===== config.mk =====
export PLATFORM = sky130hd
export DESIGN_NAME = im2col_router
export DESIGN_NICKNAME = d
export VERILOG_FILES = /design/src/rtl/im2col_router.sv
export SDC_FILE = /design/constraint.sdc
export NUM_CORES = 1
export LEC_CHECK = 0
export ABC_AREA = 0
export CAP_MARGIN = 25
export CORE_MARGIN = 4
export CORE_UTILIZATION = 35
export CTS_CLUSTER_DIAMETER = 50
export DETAILED_ROUTE_END_ITERATION = 16
export PLACE_DENSITY_LB_ADDON = 0.08
export SYNTH_ARGS = -nofsm -noshare
export SYNTH_HDL_FRONTEND = slang
export SYNTH_SLANG_ARGS = --single-unit
export TNS_END_PERCENT = 30

===== constraint.sdc =====
create_clock -name i_clk -period 19.8 [get_ports i_clk]
set_clock_uncertainty 0.1 [all_clocks]
set_input_delay 5.94 -clock i_clk [delete_from_list [all_inputs] [get_ports i_clk]]
set_output_delay 5.94 -clock i_clk [all_outputs]
set_load 0.005 [all_outputs]

===== src/rtl/im2col_router.sv =====
`timescale 1ns/1ps
// im2col_router: walks a KxK window for ROW_COUNT output pixels per group and emits one ROW_COUNT-wide beat per tap.
// Latency: first o_valid ROW_COUNT+2 cycles after i_en; one beat every ROW_COUNT+2 cycles with i_ready held high.
// Backpressure: EMIT holds o_valid/o_data/o_row_mask stable until i_ready; no reads issue while stalled.
// Optional build macro IM2COL_ROUTER_SKEW_EN: per-row systolic skew delay lines plus ROW_COUNT-1 flush beats.
module im2col_router #(
    parameter int ROW_COUNT   = 4,
    parameter int DATA_WIDTH  = 8,
    parameter int ADDR_WIDTH  = 8,
    parameter int DIM_WIDTH   = 8,
    parameter int KERNEL_SIZE = 3
) (
    input  logic                            i_clk,
    input  logic                            i_nrst,
    input  logic                            i_en,
    input  logic                            i_reg_clear,
    input  logic [ADDR_WIDTH-1:0]           i_start_addr,
    input  logic [DIM_WIDTH-1:0]            i_i_size,
    input  logic [DIM_WIDTH-1:0]            i_o_size,
    input  logic [DIM_WIDTH-1:0]            i_stride,
    output logic                            o_mem_read_en,
    output logic [ADDR_WIDTH-1:0]           o_mem_read_addr,
    input  logic [DATA_WIDTH-1:0]           i_mem_data,
    output logic [ROW_COUNT*DATA_WIDTH-1:0] o_data,
    output logic [ROW_COUNT-1:0]            o_row_mask,
    output logic                            o_valid,
    input  logic                            i_ready,
    output logic                            o_busy,
    output logic                            o_done
);
    localparam int PW = 2 * DIM_WIDTH + 1;
    localparam int RW = (ROW_COUNT > 1) ? $clog2(ROW_COUNT) : 1;
    localparam int KW = (KERNEL_SIZE > 1) ? $clog2(KERNEL_SIZE) : 1;
    localparam logic [RW-1:0] ROW_LAST = RW'(ROW_COUNT - 1);
    localparam logic [KW-1:0] TAP_LAST = KW'(KERNEL_SIZE - 1);

    typedef enum logic [2:0] {S_IDLE, S_FETCH, S_LAST, S_EMIT, S_DONE} state_t;
    state_t state_q, state_d;

    // Job configuration, latched on the start cycle.
    logic [ADDR_WIDTH-1:0] start_q;
    logic [DIM_WIDTH-1:0]  isize_q, osize_q, stride_q;
    logic [PW-1:0]         ptot_q;
    // Group base coordinates (row 0) and the per-row walking coordinates.
    logic [DIM_WIDTH-1:0]  gx_q, gy_q, rx_q, ry_q;
    logic [PW-1:0]         gp_q, rp_q;
    logic [RW-1:0]         row_q, pend_row_q;
    logic                  pend_q;
    logic [KW-1:0]         kx_q, ky_q;
    logic [DATA_WIDTH-1:0] data_q [ROW_COUNT];
    logic [ROW_COUNT-1:0]  mask_q;

    logic row_live_c, last_tap_c, final_grp_c, last_real_c, flush_c, start_c;
    logic [ADDR_WIDTH-1:0] iy_c, ix_c, addr_c;
    logic [ROW_COUNT*DATA_WIDTH-1:0] beat_dat_c;

`ifdef IM2COL_ROUTER_SKEW_EN
    localparam int HD = (ROW_COUNT > 1) ? ROW_COUNT - 1 : 1;
    localparam logic [RW-1:0] FLUSH_LAST = RW'((ROW_COUNT > 1) ? ROW_COUNT - 2 : 0);
    logic [ROW_COUNT*DATA_WIDTH-1:0] hist_dat_q [HD];
    logic [ROW_COUNT-1:0]            hist_msk_q [HD];
    logic                            flush_q;
    logic [RW-1:0]                   flush_cnt_q;
    assign flush_c = flush_q;
`else
    assign flush_c = 1'b0;
`endif

    assign start_c     = (state_q == S_IDLE) && i_en;
    assign row_live_c  = (rp_q < ptot_q);
    assign last_tap_c  = (kx_q == TAP_LAST) && (ky_q == TAP_LAST);
    // After a full fetch rp_q already points at the next group's first pixel.
    assign final_grp_c = (rp_q >= ptot_q);
    assign last_real_c = last_tap_c && final_grp_c && !flush_c;

    // Element address from the current row coordinates and kernel tap (mod 2^ADDR_WIDTH).
    always_comb begin
        iy_c   = ADDR_WIDTH'(ry_q) * ADDR_WIDTH'(stride_q) + ADDR_WIDTH'(ky_q);
        ix_c   = ADDR_WIDTH'(rx_q) * ADDR_WIDTH'(stride_q) + ADDR_WIDTH'(kx_q);
        addr_c = start_q + iy_c * ADDR_WIDTH'(isize_q) + ix_c;
    end

    // State register.
    always_ff @(posedge i_clk or negedge i_nrst) begin
        if (!i_nrst) state_q <= S_IDLE;
        else         state_q <= state_d;
    end

    // Next-state logic; clear overrides every other transition.
    always_comb begin
        state_d = state_q;
        unique case (state_q)
            S_IDLE:  if (i_en) state_d = (i_o_size == '0) ? S_DONE : S_FETCH;
            S_FETCH: if (row_q == ROW_LAST) state_d = S_LAST;
            S_LAST:  state_d = S_EMIT;
            S_EMIT: if (i_ready) begin
`ifdef IM2COL_ROUTER_SKEW_EN
                if (flush_q)          state_d = (flush_cnt_q == FLUSH_LAST) ? S_DONE : S_EMIT;
                else if (last_real_c) state_d = (ROW_COUNT > 1) ? S_EMIT : S_DONE;
                else                  state_d = S_FETCH;
`else
                state_d = last_real_c ? S_DONE : S_FETCH;
`endif
            end
            S_DONE:  state_d = S_IDLE;
            default: state_d = S_IDLE;
        endcase
        if (i_reg_clear) state_d = S_IDLE;
    end

    // Config latch and incremental pixel/tap walk (no divider: coordinates step with wrap).
    always_ff @(posedge i_clk or negedge i_nrst) begin
        if (!i_nrst) begin
            start_q <= '0; isize_q <= '0; osize_q <= '0; stride_q <= '0; ptot_q <= '0;
            gx_q <= '0; gy_q <= '0; gp_q <= '0; rx_q <= '0; ry_q <= '0; rp_q <= '0;
            row_q <= '0; kx_q <= '0; ky_q <= '0;
        end else if (i_reg_clear || start_c) begin
            start_q  <= i_reg_clear ? '0 : i_start_addr;
            isize_q  <= i_reg_clear ? '0 : i_i_size;
            osize_q  <= i_reg_clear ? '0 : i_o_size;
            stride_q <= i_reg_clear ? '0 : i_stride;
            ptot_q   <= i_reg_clear ? '0 : PW'(i_o_size) * PW'(i_o_size);
            gx_q <= '0; gy_q <= '0; gp_q <= '0; rx_q <= '0; ry_q <= '0; rp_q <= '0;
            row_q <= '0; kx_q <= '0; ky_q <= '0;
        end else begin
            case (state_q)
                S_FETCH: begin
                    if (rx_q == osize_q - DIM_WIDTH'(1)) begin
                        rx_q <= '0;
                        ry_q <= ry_q + DIM_WIDTH'(1);
                    end else begin
                        rx_q <= rx_q + DIM_WIDTH'(1);
                    end
                    rp_q  <= rp_q + PW'(1);
                    row_q <= (row_q == ROW_LAST) ? '0 : row_q + RW'(1);
                end
                S_EMIT: if (i_ready && !flush_c) begin
                    if (!last_tap_c) begin
                        if (kx_q == TAP_LAST) begin
                            kx_q <= '0;
                            ky_q <= ky_q + KW'(1);
                        end else begin
                            kx_q <= kx_q + KW'(1);
                        end
                        rx_q <= gx_q; ry_q <= gy_q; rp_q <= gp_q;
                    end else begin
                        kx_q <= '0; ky_q <= '0;
                        gx_q <= rx_q; gy_q <= ry_q; gp_q <= rp_q;
                    end
                end
                default: ;
            endcase
        end
    end

    // Beat assembly: mark live rows, zero dead rows, capture read data one cycle after the strobe.
    always_ff @(posedge i_clk or negedge i_nrst) begin
        if (!i_nrst) begin
            pend_q <= 1'b0; pend_row_q <= '0; mask_q <= '0;
            for (int r = 0; r < ROW_COUNT; r++) data_q[r] <= '0;
        end else if (i_reg_clear) begin
            pend_q <= 1'b0; pend_row_q <= '0; mask_q <= '0;
            for (int r = 0; r < ROW_COUNT; r++) data_q[r] <= '0;
        end else begin
            pend_q     <= (state_q == S_FETCH) && row_live_c;
            pend_row_q <= row_q;
            if (state_q == S_FETCH) begin
                mask_q[row_q] <= row_live_c;
                if (!row_live_c) data_q[row_q] <= '0;
            end
            if (pend_q) data_q[pend_row_q] <= i_mem_data;
`ifdef IM2COL_ROUTER_SKEW_EN
            // Flush beats feed zeros into the delay lines.
            if (state_q == S_EMIT && i_ready && last_real_c) begin
                mask_q <= '0;
                for (int r = 0; r < ROW_COUNT; r++) data_q[r] <= '0;
            end
`endif
        end
    end

    // Pack the assembled beat.
    always_comb begin
        beat_dat_c = '0;
        for (int r = 0; r < ROW_COUNT; r++) beat_dat_c[r*DATA_WIDTH +: DATA_WIDTH] = data_q[r];
    end

`ifdef IM2COL_ROUTER_SKEW_EN
    // Beat history shifted on each accepted beat; row r reads the entry r beats old.
    always_ff @(posedge i_clk or negedge i_nrst) begin
        if (!i_nrst) begin
            flush_q <= 1'b0; flush_cnt_q <= '0;
            for (int d = 0; d < HD; d++) begin hist_dat_q[d] <= '0; hist_msk_q[d] <= '0; end
        end else if (i_reg_clear || start_c) begin
            flush_q <= 1'b0; flush_cnt_q <= '0;
            for (int d = 0; d < HD; d++) begin hist_dat_q[d] <= '0; hist_msk_q[d] <= '0; end
        end else if (state_q == S_EMIT && i_ready) begin
            hist_dat_q[0] <= beat_dat_c;
            hist_msk_q[0] <= mask_q;
            for (int d = 1; d < HD; d++) begin
                hist_dat_q[d] <= hist_dat_q[d-1];
                hist_msk_q[d] <= hist_msk_q[d-1];
            end
            if (flush_q)          flush_cnt_q <= flush_cnt_q + RW'(1);
            else if (last_real_c) begin flush_q <= 1'b1; flush_cnt_q <= '0; end
        end
    end
`endif

    // Output beat: only driven in EMIT, zero elsewhere.
    always_comb begin
        o_data     = '0;
        o_row_mask = '0;
        if (state_q == S_EMIT) begin
`ifdef IM2COL_ROUTER_SKEW_EN
            o_data[0 +: DATA_WIDTH] = data_q[0];
            o_row_mask[0]           = mask_q[0];
            for (int r = 1; r < ROW_COUNT; r++) begin
                o_data[r*DATA_WIDTH +: DATA_WIDTH] = hist_dat_q[(r > 0) ? r - 1 : 0][r*DATA_WIDTH +: DATA_WIDTH];
                o_row_mask[r]                      = hist_msk_q[(r > 0) ? r - 1 : 0][r];
            end
`else
            o_data     = beat_dat_c;
            o_row_mask = mask_q;
`endif
        end
    end

    assign o_mem_read_en   = (state_q == S_FETCH) && row_live_c;
    assign o_mem_read_addr = o_mem_read_en ? addr_c : '0;
    assign o_valid         = (state_q == S_EMIT);
    assign o_busy          = (state_q != S_IDLE);
    assign o_done          = (state_q == S_DONE);

endmodule


==> results.yml, run 1 <==
status:
  status: "finished, final reports clean"
synth:
  yosys.area.top_type_share: 0.305
  syn_area_per_cell_um2: 8.74
  yosys.area.top_type: "dfrtp_1"
  synthCells: 1503
  yosysSeqAreaShare: 0.305
  netlist-cell-type-count: 69
  synth-edff-count: 0
  ys.flop_type: "dfrtp_1"
  synth_nets: 1733
  ys_seq_elements: 160
  ys_warn_count: 0
  synth_area_mm2: 0.0131
  synth_area_leaders: "dfrtp_1 (30%), fa_1 (12%), ha_1 (10%)"
  ys_async_sr_fraction: 1.00
critical_path:
  start_kind: "flip-flop"
  critical_path.startpoint: "ry_q[0]"
  slowest_stage: "dfrtp_1"
  r2r_start: "state_q[1]"
  critical_path_class: "flip-flop to output pin"
  path_buf_inv: 4
  slowest_delay_ps: 550
  critPathMaxFanout: 14
  cp_top_family: "adder cells"
  worstSetupEndpointType: "output pin"
  critPathArrivalTime_ps: 8520
  cpMostUsedCell: "fa_1"
  critPathRequiredTime_ps: 13760
clock_tree:
  postCtsSetupBuffers: 0
  clkTransAtPathRegs_ps: 60
  hold_buffers: 0
  numCtsBuffers: 17
  clock_latency_ps: 450
  cts_tree: "built"
  clock_sinks: 160
  ctsResizeCount: 0
  cts.htree.levels: 4
  cts_root_buf: "clkbuf_16"
  cts.path.max_buffers: 2
timing:
  fmaxAchievable_mhz: 68.7
  max_slew_margin: 0.348
  slew_violations: 0
  setup_viol: 0
  tns_ps: 0
  period_share: 0.735
  finalHoldViolCount: 0
  rsz0062_at_grt: "no"
  finalCriticalPeriod_ps: 14560
  worst_pin_slew_ps: 975
route:
  first_iter_violations: 563
  via_count: 10700
  wire_per_inst_um: 18.2
  ant_nets: 0
  vias_per_cell: 5.29
  dr.pass1.iters: 5
  wl_um: 36800
  route.detailed.drc: 0
global_routing:
  grt_pass1_vias: 10800
  grt_pass1_wl_um: 60500
  grt_overflow: 0
  grt_max_degree: 64
  grt_antenna_before_repair: 0
  grt_use_total: 0.183
finish:
  syn2layout_area_growth_pct: 14.3
  final_util: 0.408
  n_fill_cell: 3722
  insertedDiodeCount: 0
  drive_gt1_frac: 0.0375
  fin_nets: 1767
  final_area_mm2: 0.0150
place:
  portBuffers: 92
  gp_congestion: 0.796
  place_area_mm2: 0.0144
  hpwl_um: 25600
floorplanning:
  fp.dieArea_mm2: 0.0407
  dieWidth_um: 202
  core_mm2: 0.0368
  initial_core_util: 0.357
  pin_count: 93
  die_h_um: 202
  rows: 70
power:
  p_comb_frac: 0.339
  clock_power_share: 0.314
  internal-power_uw: 696
  switching_power_uw: 411
  sequentialPowerShare: 0.347
  p_leak_uw: 0.00680
  peakVddDrop_mv: 0.0606
  p_total_uw: 1110
  p_sw_frac: 0.371
  pwr_density_cell_mw_per_mm2: 73.7
run:
  max_cap_violations: 0
min_path:
  hold_path.class: "flip-flop to flip-flop"
  min_from: "ptot_q[5]"
## power by group through the flow
| stage | registers, uW | logic (uW) | clock network, uW |
|---|---|---|---|
| floorplan | 372 | 271 | 0 |
| global placement | 390 | 378 | 0 |
| detailed placement | 390 | 380 | 0 |
| CTS | 384 | 382 | 359 |
| global route | 389 | 427 | 371 |
| finish | 384 | 375 | 348 |
## cell families after synthesis
logic type                 after synthesis  share of synthesized area
AOI/OAI and AO/OA                      306                      0.149
xor gates and xnor gates                70                     0.0487
adders and majority gates              185                      0.220
buffers and inverters                  242                     0.0700
DFF                                    160                      0.305
muxes                                    3                    0.00238
and+or+nand+nor                        537                      0.205
## cells in the mapped netlist (3+ instances only)
| cell type | n |
|---|---|
| inv_1 | 150 |
| o32ai_1 | 4 |
| clkbuf_1 | 79 |
| nor4_1 | 6 |
| and2_1 | 77 |
| and3_1 | 55 |
| a21boi_0 | 3 |
| nand3b_1 | 36 |
| nand4_1 | 6 |
| nand2b_1 | 20 |
| o211ai_1 | 6 |
| a211oi_1 | 6 |
| nand3_1 | 26 |
| nor3_1 | 10 |
| o21a_1 | 6 |
| fa_1 | 77 |
| nor2b_1 | 12 |
| nor2_1 | 76 |
| ha_1 | 108 |
| a22o_1 | 24 |
| nor3b_1 | 5 |
| xnor2_1 | 54 |
| a21o_1 | 11 |
| o22ai_1 | 59 |
| xor2_1 | 14 |
| buf_1 | 8 |
| dfrtp_1 | 160 |
| o21ai_0 | 49 |
| a221oi_1 | 5 |
| nand2_1 | 199 |
| a31oi_1 | 19 |
| a21oi_1 | 87 |
| buf_2 | 3 |
## per-layer routing
metal	GRT usage	vias up	routed length, um
li1	-	5143	-
met1	0.266	5362	18400
met2	0.296	137	17000
met3	0.0273	19	1070
met4	0.0320	0	332
met5	0	-	0
## metrics by stage
stage	worst slack (ps)	hold WS (ps)	std cells
2_1_floorplan	6510	343	1503
3_3_place_gp	5740	368	1986
3_5_place_dp	5640	362	1986
4_1_cts	5160	377	2016
5_1_grt	4750	410	2016
6_report	5240	374	2016
## registers in the layout, indices dropped and copies added (netlist names)
signal      flops
gy_q            8
kx_q            2
gp_q           17
isize_q         8
row_q           2
rp_q           17
beat_dat_c     32
rx_q            8
ky_q            2
pend_q          1
start_q         8
ry_q            8
mask_q          4
gx_q            8
osize_q         8
ptot_q         14
state_q         3
pend_row_q      2
stride_q        8
## worst register-to-register path, delay by kind of cell (launching register included)
family	cells	cell delay (ps)
simple gates	4	1020
compound gates	2	850
buf+inv	4	1120
flops	1	360
## placed cells by master, fill, tap and decap left out, types with 36 or more instances in the layout
cell type,instances
nand2_1,199
dfrtp_1,160
inv_1,150
ha_1,108
clkdlybuf4s50_1,90
a21oi_1,86
and2_1,77
fa_1,77
nor2_1,75
o22ai_1,59
and3_1,55
xnor2_1,54
o21ai_0,49
nand3b_1,36
## path summary, 6_finish.rpt
kind                                       to  slack (ps)  cells past startpoint
setup / recovery           o_mem_read_addr[7]        5240                     27
hold / removal                      ptot_q[5]         370                      2
setup reg to reg                      ry_q[3]       16210                     10
hold reg to reg                     ptot_q[5]         370                      2
max in group asynchronous           ptot_q[5]       12980                      2
min in group asynchronous             gy_q[6]        5400                      1
## area by class of cell
type,instances,area (um^2),share of cell area
multi-input combinational,1101,8260,0.550
sequential,160,4000,0.266
timing repair buffer,106,1020,0.0680
tap,468,586,0.0390
inverter,151,567,0.0377
clock buffer,17,425,0.0283
clock inverter,13,164,0.0109
(Power assumes the default switching activity.)
==> run 2, diff against run 1 <==
==> constraint.sdc (replaced) <==
create_clock -name i_clk -period 12.7 [get_ports i_clk]
set_clock_uncertainty 0.1 [all_clocks]
set_input_delay 3.81 -clock i_clk [delete_from_list [all_inputs] [get_ports i_clk]]
set_output_delay 3.81 -clock i_clk [all_outputs]
set_load 0.005 [all_outputs]
==> run 2 against run 1 <==
Effect of this change: sequential share of layout area decreased by 0.12 points; routed wire length about the same; via count decreased by 0.34%; highest routed layer unchanged; cell count increased by 0.50%; die area unchanged.
==> results.yml, run 2 (same netlist as run 1, synthesis figures left out) <==
status:
  status: "finished, final reports clean"
clock_tree:
  cts.htree.levels: 4
  clock_latency_ps: 450
  cts.path.max_buffers: 2
  clkTransAtPathRegs_ps: 60
  cts_root_buf: "clkbuf_16"
  clock_sinks: 160
  numCtsBuffers: 17
  cts_tree: "built"
  hold_buffers: 0
finish:
  syn2layout_area_growth_pct: 15.1
  fin_nets: 1775
  largest_reg_flops: 32
  regArea_mm2: 0.00401
  final_area_mm2: 0.0151
  multi_input_area_mm2: 0.00826
  final_common_cell: "nand2_1"
  n_fill_cell: 3744
  drive_gt1_frac: 0.0475
  final_util: 0.411
  layout_common_cells: "nand2_1 (199), dfrtp_1 (154), inv_1 (150)"
  insertedDiodeCount: 0
power:
  pwr_density_cell_mw_per_mm2: 116
  sequentialPowerShare: 0.339
  clock_power_share: 0.319
  switching_power_uw: 648
  internal-power_uw: 1100
  p_leak_uw: 0.00685
  peakVddDrop_mv: 0.0940
  p_comb_frac: 0.342
  p_sw_frac: 0.371
route:
  vias_per_cell: 5.24
  wire_per_inst_um: 18.2
  wl_um: 36800
  via_count: 10600
  first_iter_violations: 611
  route.detailed.drc: 0
  ant_nets: 0
  dr.pass1.iters: 5
critical_path:
  slowest_delay_ps: 550
  path_buf_inv: 4
  reg2reg_to: "ry_q[6]"
  critPathArrivalTime_ps: 8460
  r2r_start: "state_q[1]"
  critPathMaxFanout: 12
  reg2regPathDepth: 10
  critical_path_class: "flip-flop to output pin"
  slowest_stage: "fa_1"
  critPathRequiredTime_ps: 8790
  cpMostUsedCell: "fa_1"
  r2r_slack_ps: 9100
  cp_top_family: "adder cells"
  start_kind: "flip-flop"
  worstSetupEndpointType: "output pin"
place:
  hpwl_um: 25800
  portBuffers: 92
  place_area_mm2: 0.0145
  gp_congestion: 0.792
  dpl_worst_slack_ps: 648
timing:
  slew_violations: 0
  finalCriticalPeriod_ps: 12370
  rsz0062_at_grt: "no"
  finalWorstSetupSlack_ps: 333
  whs_ps: 381
  fmaxAchievable_mhz: 80.9
  period_share: 0.974
  finalHoldViolCount: 0
  setup_viol: 0
  max_slew_margin: 0.349
  tns_ps: 0
  worst_pin_slew_ps: 974
min_path:
  hold_end: "ptot_q[5]"
  hold_path.class: "flip-flop to flip-flop"
  min_from: "ptot_q[5]"
  hold_depth: 2
floorplanning:
  core_mm2: 0.0368
  dieWidth_um: 202
  initial_core_util: 0.357
  pin_count: 93
  rows: 70
  die_h_um: 202
  fp.dieArea_mm2: 0.0407
global_routing:
  grt_use_total: 0.185
  grt_max_degree: 64
  grt_pass1_vias: 10900
  grt_antenna_before_repair: 0
  grt_pass1_wl_um: 61000
  grt_overflow: 0
run:
  max_cap_violations: 0
[run 2: cell count changes in the layout (fill, tap and decap cells not counted)]
cell	change
dfrtp_2	+6
clkinv_4	-1
buf_4	+8
clkbuf_8	+1
clkinvlp_4	+1
clkinv_2	-2
inv_6	+3
dfrtp_1	-6
[run 2: power by group through the flow]
stage                     clock network, uW  logic [uW]  registers, uW
final                                   557         598            594
after CTS                               576         603            595
after floorplan                           0         422            580
after detailed placement                  0         599            605
after global routing                    597         684            600
after global placement                    0         595            604
[run 2: timing repair]
action                                  4_1_cts  5_1_grt
gates resized for setup                       0        6
buffers inserted                              0        6
endpoints found under the hold margin         0        0
endpoints found under the setup margin        0        1
[run 2: area by class of cell]
type	count	area share
Timing Repair Buffer	114	0.0716
Multi-Input combinational cell	1101	0.546
Sequential cell	160	0.265
Clock inverter	14	0.0118
Clock buffer	18	0.0290
Tap cell	468	0.0387
Inverter	151	0.0375
[run 2: per-layer routing]
layer  wire length [um]  share of wire  GRT usage  vias to the layer above
met1              18300           0.50      0.267                     5289
li1                   -              -          -                     5163
met2              17200           0.47      0.302                      155
met4                335         0.0091     0.0356                        0
met3                993          0.027     0.0247                       18
met5                  0              0          0                        -
[run 2: worst max path at each step]
stage	from	end	slack, ps	cells past startpoint
2_1_floorplan	ry_q[0]	o_mem_read_addr[7]	1540	27
5_1_grt	stride_q[1]	o_mem_read_addr[7]	3	26
3_5_place_dp	stride_q[2]	o_mem_read_addr[7]	650	27
6_report	ry_q[1]	o_mem_read_addr[7]	330	27
3_3_place_gp	stride_q[2]	o_mem_read_addr[7]	760	26
4_1_cts	stride_q[2]	o_mem_read_addr[7]	130	27
[run 2: worst register-to-register path, cell delays in order (launching register included)]
cell,delay [ps]
dfrtp_1,360
buf_4,250
nand2_1,110
buf_4,390
clkinv_1,180
buf_4,320
nand2_1,440
nand2_1,130
a21oi_1,750
nand2b_1,320
o21ai_0,130
[run 2: per-stage QoR]
stage / instances / total power, uW
2_1_floorplan: 1503 / 1000
3_3_place_gp: 1988 / 1200
3_5_place_dp: 1988 / 1200
4_1_cts: 2020 / 1770
5_1_grt: 2026 / 1880
6_report: 2026 / 1750
==> run 3, diff against run 2 <==
--- a/config.mk
+++ b/config.mk
@@ -7,6 +7,7 @@
 export LEC_CHECK = 0
 export ABC_AREA = 0
 export CAP_MARGIN = 25
+export CORE_ASPECT_RATIO = 0.7
 export CORE_MARGIN = 4
 export CORE_UTILIZATION = 35
 export CTS_CLUSTER_DIAMETER = 50
==> run 3 against run 2 <==
Effect of this change: via count increased by 0.27%; hold slack better by 3.4 ps; sequential share of layout area fell by 0.16 points; clock-buffer cell count is 2 higher; clock power is 4.5% lower; global-route usage rose by 0.71 points; register-to-register slack got worse by 70 ps; combinational power is 3.8% higher; largest power group unchanged; highest routed layer unchanged.
==> results.yml, run 3 (same netlist as run 1, synthesis figures left out) <==
status:
  status: "finished, final reports clean"
route:
  routed.top_layer: "met4"
  dr.pass1.iters: 5
  route.detailed.drc: 0
  first_iter_violations: 910
  vias_per_cell: 5.20
  wl_met3_um: 1870
  via_count: 10700
  wire_per_inst_um: 18.8
  drt-met1-wl_um: 21400
  routed-wl-met2_um: 15000
  wl_um: 38500
  ant_nets: 0
finish:
  final_common_cell: "nand2_1"
  regArea_mm2: 0.00401
  multi_input_area_mm2: 0.00829
  drive_gt1_frac: 0.0519
  fin_nets: 1782
  largest_reg_flops: 32
  n_fill_cell: 3724
  insertedDiodeCount: 0
  layout_common_cells: "nand2_1 (199), dfrtp_1 (153), inv_1 (150)"
  syn2layout_area_growth_pct: 15.8
  finalNonFillerCells: 2049
critical_path:
  start_kind: "flip-flop"
  r2r_slack_ps: 9030
  reg2reg_to: "gy_q[4]"
  worstSetupEndpointType: "output pin"
  r2r_start: "state_q[0]"
  critPathArrivalTime_ps: 8380
  critical_path_class: "flip-flop to output pin"
  critPathRequiredTime_ps: 8790
  reg2regPathDepth: 10
  slowest_stage: "fa_1"
  slowest_delay_ps: 550
  critPathMaxFanout: 5
timing:
  setup_viol: 0
  period_share: 0.967
  finalHoldViolCount: 0
  worst_pin_slew_ps: 960
  tns_ps: 0
  rsz0062_at_grt: "no"
  finalCriticalPeriod_ps: 12290
  whs_ps: 384
  max_slew_margin: 0.360
  fmaxAchievable_mhz: 81.4
  slew_violations: 0
min_path:
  hold_path.class: "flip-flop to flip-flop"
  hold_depth: 2
  min_from: "ptot_q[5]"
  hold_end: "ptot_q[5]"
floorplanning:
  core_mm2: 0.0371
  initial_core_util: 0.354
  fp.dieArea_mm2: 0.0408
  pin_count: 93
  rows: 59
  die_h_um: 170
  dieWidth_um: 240
global_routing:
  grt_pass1_wl_um: 61800
  grt_use_total: 0.192
  grt_pass1_vias: 10500
  grt_antenna_before_repair: 0
  grt_max_degree: 94
  grt_overflow: 0
clock_tree:
  cts.path.max_buffers: 2
  clock_latency_ps: 440
  hold_buffers: 0
  numCtsBuffers: 17
  cts_root_buf: "clkbuf_16"
  clock_sinks: 160
  clkTransAtPathRegs_ps: 70
  cts_tree: "built"
  cts.htree.levels: 4
place:
  portBuffers: 92
  dpl.cell_count: 2010
  gp_congestion: 0.787
  hpwl_um: 26700
power:
  p_total_uw: 1740
  peakVddDrop_mv: 0.0856
  p_leak_uw: 0.00690
  pwr_density_cell_mw_per_mm2: 115
run:
  max_cap_violations: 0
-- run 3: cell types whose count changed in the layout (fill, tap and decap cells not counted), sizes merged --
cell and change:
clkinv +2, inv -5, clkbuf +2, buf +6, clkinvlp -3, clkdlybuf4s50 +1
-- run 3: worst max-delay path, delay by kind of cell (launching register included) --
family	cells	cell delay (ps)
AO/OA/AOI/OAI	2	300
adder cells (fa/ha/maj)	12	5020
AND/OR/NAND/NOR	3	450
XOR/XNOR	4	820
flip-flops	1	440
buffers and inverters	8	870
-- run 3: timing repair --
action,in CTS,in global routing
pin swaps,0,5
gates resized for setup,2,10
endpoints found under the setup margin,1,1
buffers inserted,0,9
-- run 3: area by class of cell --
cell class	instances	area share
Tap cell	488	0.0401
Clock inverter	8	0.00757
Sequential cell	160	0.264
Clock buffer	20	0.0300
Inverter	151	0.0373
Timing Repair Buffer	121	0.0762
Multi-Input combinational cell	1101	0.545
-- run 3: layer usage --
metal,GRT usage,vias up
met2,0.252,213
met4,0.0285,0
met5,0,-
met1,0.324,5245
li1,-,5183
met3,0.0382,13
-- run 3: metrics by stage --
stage,worst slack (ps),util,area (um^2)
4_1_cts,14.0,0.406,15100
3_3_place_gp,584,0.391,14500
5_1_grt,29.8,0.410,15200
2_1_floorplan,1540,-,13100
3_5_place_dp,519,0.391,14500
6_report,414,0.410,15200
-- run 3: worst max path at each step --
stage,start,end
4_1_cts,stride_q[3],o_mem_read_addr[7]
3_5_place_dp,stride_q[2],o_mem_read_addr[7]
5_1_grt,stride_q[4],o_mem_read_addr[7]
3_3_place_gp,ry_q[1],o_mem_read_addr[7]
2_1_floorplan,ry_q[0],o_mem_read_addr[7]
6_report,stride_q[4],o_mem_read_addr[7]
-- run 3: where the power goes --
part           switching [uW]  internal (uW)  leakage [uW]  total, uW
Combinational             381            239       0.00442        621
Clock                     218            314      0.000287        532
Sequential               42.8            549       0.00219        592
